==> src/rtl/baugh_wooley_multiply.sv <==
// Baugh-Wooley multiplier with independent per-operand signedness and a
// single output register (one-cycle latency, one product per cycle).
module baugh_wooley_multiply #(
  parameter int unsigned p_width = 4
) (
  input  logic                   clk_i,
  input  logic                   reset_i,
  input  logic                   valid_i,
  input  logic [p_width-1:0]     a_i,
  input  logic [p_width-1:0]     b_i,
  input  logic                   a_signed_i,
  input  logic                   b_signed_i,
  output logic                   valid_o,
  output logic [2*p_width-1:0]   product_o
);

  // Extended operand width, product width, and full array width.
  localparam int unsigned EW = p_width + 1;
  localparam int unsigned PW = 2 * p_width;
  localparam int unsigned AW = 2 * EW;

  // Baugh-Wooley correction terms at bit EW and bit AW-1.
  localparam logic [AW-1:0] CORR = (AW'(1) << EW) | (AW'(1) << (AW - 1));

  logic [EW-1:0]         a_ext;
  logic [EW-1:0]         b_ext;
  logic [EW-1:0][AW-1:0] pp;

  logic [PW-1:0] product_d, product_q;
  logic          valid_d, valid_q;

  // The extension bit is set only for a signed operand with its MSB set.
  assign a_ext = {a_signed_i & a_i[p_width-1], a_i};
  assign b_ext = {b_signed_i & b_i[p_width-1], b_i};

  // Partial-product array; terms with exactly one extension bit are inverted.
  for (genvar gi = 0; gi < int'(EW); gi++) begin : g_row
    for (genvar gk = 0; gk < int'(AW); gk++) begin : g_bit
      if ((gk >= gi) && ((gk - gi) < int'(EW))) begin : g_term
        localparam int J = gk - gi;
        if ((gi == int'(EW) - 1) != (J == int'(EW) - 1)) begin : g_inv
          assign pp[gi][gk] = ~(a_ext[gi] & b_ext[J]);
        end else begin : g_and
          assign pp[gi][gk] = a_ext[gi] & b_ext[J];
        end
      end else begin : g_zero
        assign pp[gi][gk] = 1'b0;
      end
    end
  end

  // Ripple-carry accumulation rows, seeded with the correction constant.
  for (genvar r = 0; r < int'(EW); r++) begin : g_add
    logic [AW-1:0] addend;
    logic [AW-1:0] sum;

    if (r == 0) begin : g_seed
      assign addend = CORR;
    end else begin : g_chain
      assign addend = g_add[r-1].sum;
    end

    // One full-adder row: sum = addend + partial-product row r.
    always_comb begin : ripple
      logic c;
      c   = 1'b0;
      sum = '0;
      for (int k = 0; k < int'(AW); k++) begin
        sum[k] = addend[k] ^ pp[r][k] ^ c;
        c      = (addend[k] & pp[r][k]) | (addend[k] & c) | (pp[r][k] & c);
      end
    end
  end

  // Next-state: the exact product fits in the low PW bits of the array sum.
  always_comb begin
    product_d = PW'(g_add[EW-1].sum);
    valid_d   = valid_i;
  end

  // Output register with asynchronous active-high reset.
  always_ff @(posedge clk_i or posedge reset_i) begin
    if (reset_i) begin
      product_q <= '0;
      valid_q   <= 1'b0;
    end else begin
      product_q <= product_d;
      valid_q   <= valid_d;
    end
  end

  assign product_o = product_q;
  assign valid_o   = valid_q;

endmodule

==> config.mk <==
export PLATFORM = sky130hd
export DESIGN_NAME = baugh_wooley_multiply
export DESIGN_NICKNAME = d
export VERILOG_FILES = /design/src/rtl/baugh_wooley_multiply.sv
export SDC_FILE = /design/constraint.sdc
export NUM_CORES = 1
export LEC_CHECK = 0
export CAP_MARGIN = 40
export CORE_AREA = 3 3 40 42
export CTS_BUF_LIST = sky130_fd_sc_hd__clkbuf_4 sky130_fd_sc_hd__clkbuf_8
export DETAILED_ROUTE_END_ITERATION = 8
export DIE_AREA = 0 0 43 45
export DONT_BUFFER_PORTS = 1
export PLACE_DENSITY_LB_ADDON = 0.2
export SYNTH_ARGS = -nofsm -noshare
export SYNTH_HDL_FRONTEND = slang
export SYNTH_SLANG_ARGS = --single-unit
==> constraint.sdc <==
create_clock -name clk_i -period 0.8 [get_ports clk_i]
set_input_delay 0.16 -clock clk_i [delete_from_list [all_inputs] [get_ports clk_i]]
set_output_delay 0.16 -clock clk_i [all_outputs]
set_load 0.005 [all_outputs]
==> impl_metrics.yaml <==
clock_network:
  cts_buffers: 3
  cts_tree: "built"
  cts_max_path_buffers: 2
  cts_sinks: 9
  post_cts.repair.setup_buffers: 0
  root_buffer: "clkbuf_4"
  h-tree-depth: 1
  clk_pin_slew_ps: 60
global_route:
  met1_usage_pct: 18.3
  use_met2_pct: 29.0
  grtUsageMet3_pct: 2.79
  grt_pass1_wl_um: 2260
  grt.busiest_layer: "met2"
  grt_max_degree: 10
  grt_pass1_vias: 527
  grt_util_all_layers_pct: 15.7
  antenna_found_initial: 0
  overflow: 0
logic_synthesis:
  netlist_top_cells_area: "fa_1 32%, dfrtp_1 30%, and2_1 10%, ha_1 8.4%, inv_1 6.6%"
  syn_nets: 96
  yosysTopAreaCell: "fa_1"
  synth.top_cell.area_share_pct: 32.4
  syn-cell-area_sq_um: 741
  async_flop_share_pct: 100
  yosysMostFrequentCell: "inv_1"
  synth_seq_cells: 9
  syn-instance-count: 66
  syn_area_per_cell_sq_um: 11.2
  synth_common_cells: "13 x inv_1, 12 x and2_1, 12 x fa_1"
  ys_warn_count: 0
  synth_seq_area_share_pct: 30.4
  synth_cell_types: 10
  synth_edf_count: 0
  synth_ff_type: "dfrtp_1"
timing:
  slew_headroom_pct: 78.4
  tightest_slew_ps: 323
  final-hold-violation-count: 0
  max_freq_mhz: 244
  finalSetupTns_ps: -12130
  fin_hold_ws_ps: 23.5
  fin_ws_ps: -3290
  maxSlewViolCount: 0
  setup_violations: 8
  rsz0062_at_grt: "yes"
  finalCritPeriodShare_pct: 511
  layout_min_cycle_time_ps: 4090
route:
  viasPerCell: 5.28
  vias: 459
  drc: 0
  wl_per_cell_um: 14.5
  drtIter0Drc: 4
  first_pass_iters: 4
  antenna_left: 0
  wl_um: 1260
cells_and_area:
  syn2layout_area_growth_pct: 19.4
  nNetsFinal: 103
  drive_gt1_share_pct: 37.5
  diodes: 0
  fill_cells: 92
worst_setup_path:
  crit_type: "input pin to flop"
  worstPathMaxFanout: 5
  slowest_delay_ps: 520
  path_cells: "and2_4 > ha_4 > fa_2 > inv_2 > fa_2 > inv_2 > fa_2 > inv_2 > fa_2 > inv_2 > fa_2 > fa_2 > fa_1 > inv_2 > fa_2 > xor2_1 > xnor2_1 > xnor2_1"
  end_kind: "flop"
  cp.required_ps: 960
  critPathSlowestCell: "fa_2"
  crit_start: "a_i[0]"
  start_kind: "input pin"
  cp.arrival_ps: 4250
  cpMostUsedCell: "fa_2"
flow_run:
  drv_cap: 0
place:
  gp_congestion: 0.688
  io_buffers: 0
  hpwl_um: 1130
run_status:
  violations: "setup timing"
  status: "finished with violations"
die:
  die_h_um: 45
  rows: 13
  core_area_sq_um: 1280
  floorplan.initialDensity_pct: 57.6
  fp.dieArea_sq_um: 1940
  die_w_um: 43
  ioPinCount: 22
min_path:
  worstHoldStart: "b_i[0]"
  hp-class: "input pin to flop"
pwr:
  p_per_area_nw_per_um2: 2040
  ir_drop_mv: 1.05
  total_power_mw: 1.80
  leakage_nw: 0.396
==> critical path, delay by kind of cell <==
kind / cells / cell delay (ps)
and+or+nand+nor: 1 / 150
xor gates and xnor gates: 3 / 530
buffers and inverters: 5 / 250
adders and majority gates: 9 / 3160
==> per-stage QoR <==
| stage | cells | instance area (sq um) | util, % | worst slack [ps] |
|---|---|---|---|---|
| after floorplan | 66 | 776 | - | -3410 |
| after global placement | 81 | 795 | 61.8 | -3490 |
| after detailed placement | 81 | 795 | 61.8 | -3610 |
| after CTS | 87 | 885 | 68.8 | -3310 |
| after global routing | 87 | 885 | 68.8 | -3430 |
| final | 87 | 885 | 68.8 | -3290 |
==> power breakdown <==
| group | switching, mW | total, mW | internal, mW |
|---|---|---|---|
| logic | 0.384 | 0.757 | 0.373 |
| registers | 0.0682 | 0.664 | 0.596 |
| clock network | 0.154 | 0.380 | 0.226 |
| total | 0.606 | 1.80 | 1.19 |
==> cell families (layout without fill, tap and decap cells) <==
kind of cell / count (synthesis) / in the layout / share of synthesized area (%)
buf+inv: 13 / 19 / 6.59
fa+ha+maj: 17 / 17 / 40.9
xor+xnor: 4 / 4 / 4.73
simple gates: 23 / 23 / 17.4
flops: 9 / 9 / 30.4
==> layout by cell type (no fill, tap or decap), types with 4 or more instances in the layout <==
cell       n
inv_1      4
nand2_1    5
fa_1       4
and3_1     4
and2_1    10
clkbuf_4   4
inv_2      9
dfrtp_1    9
ha_4       4
fa_2       8
==> state kept, by name, summed over array words and instances, names as in the netlist <==
name	cells
product_o	8
valid_o	1
==> repair_timing <==
action,CTS,global route
hold endpoints to repair,10,0
hold buffers,2,0
endpoints found under the setup margin,7,12
cloned,0,0
pin swaps,7,2
gates resized for setup,8,1
==> layer usage <==
layer  part of all wire, %  up-vias
met5                     0        -
met4                  0.63        0
met3                   9.3        2
met2                    52       23
met1                    38      226
li1                      -      208
==> path summary, 6_finish.rpt <==
| kind | end | slack, ps | depth (start not counted) |
|---|---|---|---|
| max in group asynchronous | product_o[4] | 260 | 2 |
| worst max-delay path | product_o[7] | -3290 | 18 |
| worst min-delay path | product_o[0] | 20 | 1 |
| min in group asynchronous | product_o[5] | 290 | 2 |
==> final cells by class <==
| type | count | area [sq um] | share of cell area (%) |
|---|---|---|---|
| multi-input combinational | 44 | 542 | 61.2 |
| sequential | 9 | 225 | 25.5 |
| inverter | 13 | 48.8 | 5.52 |
| clock buffer | 4 | 30.0 | 3.39 |
| timing repair buffer | 2 | 20.0 | 2.26 |
| tap | 15 | 18.8 | 2.12 |
No activity file was read; power rests on OpenSTA's default activity.
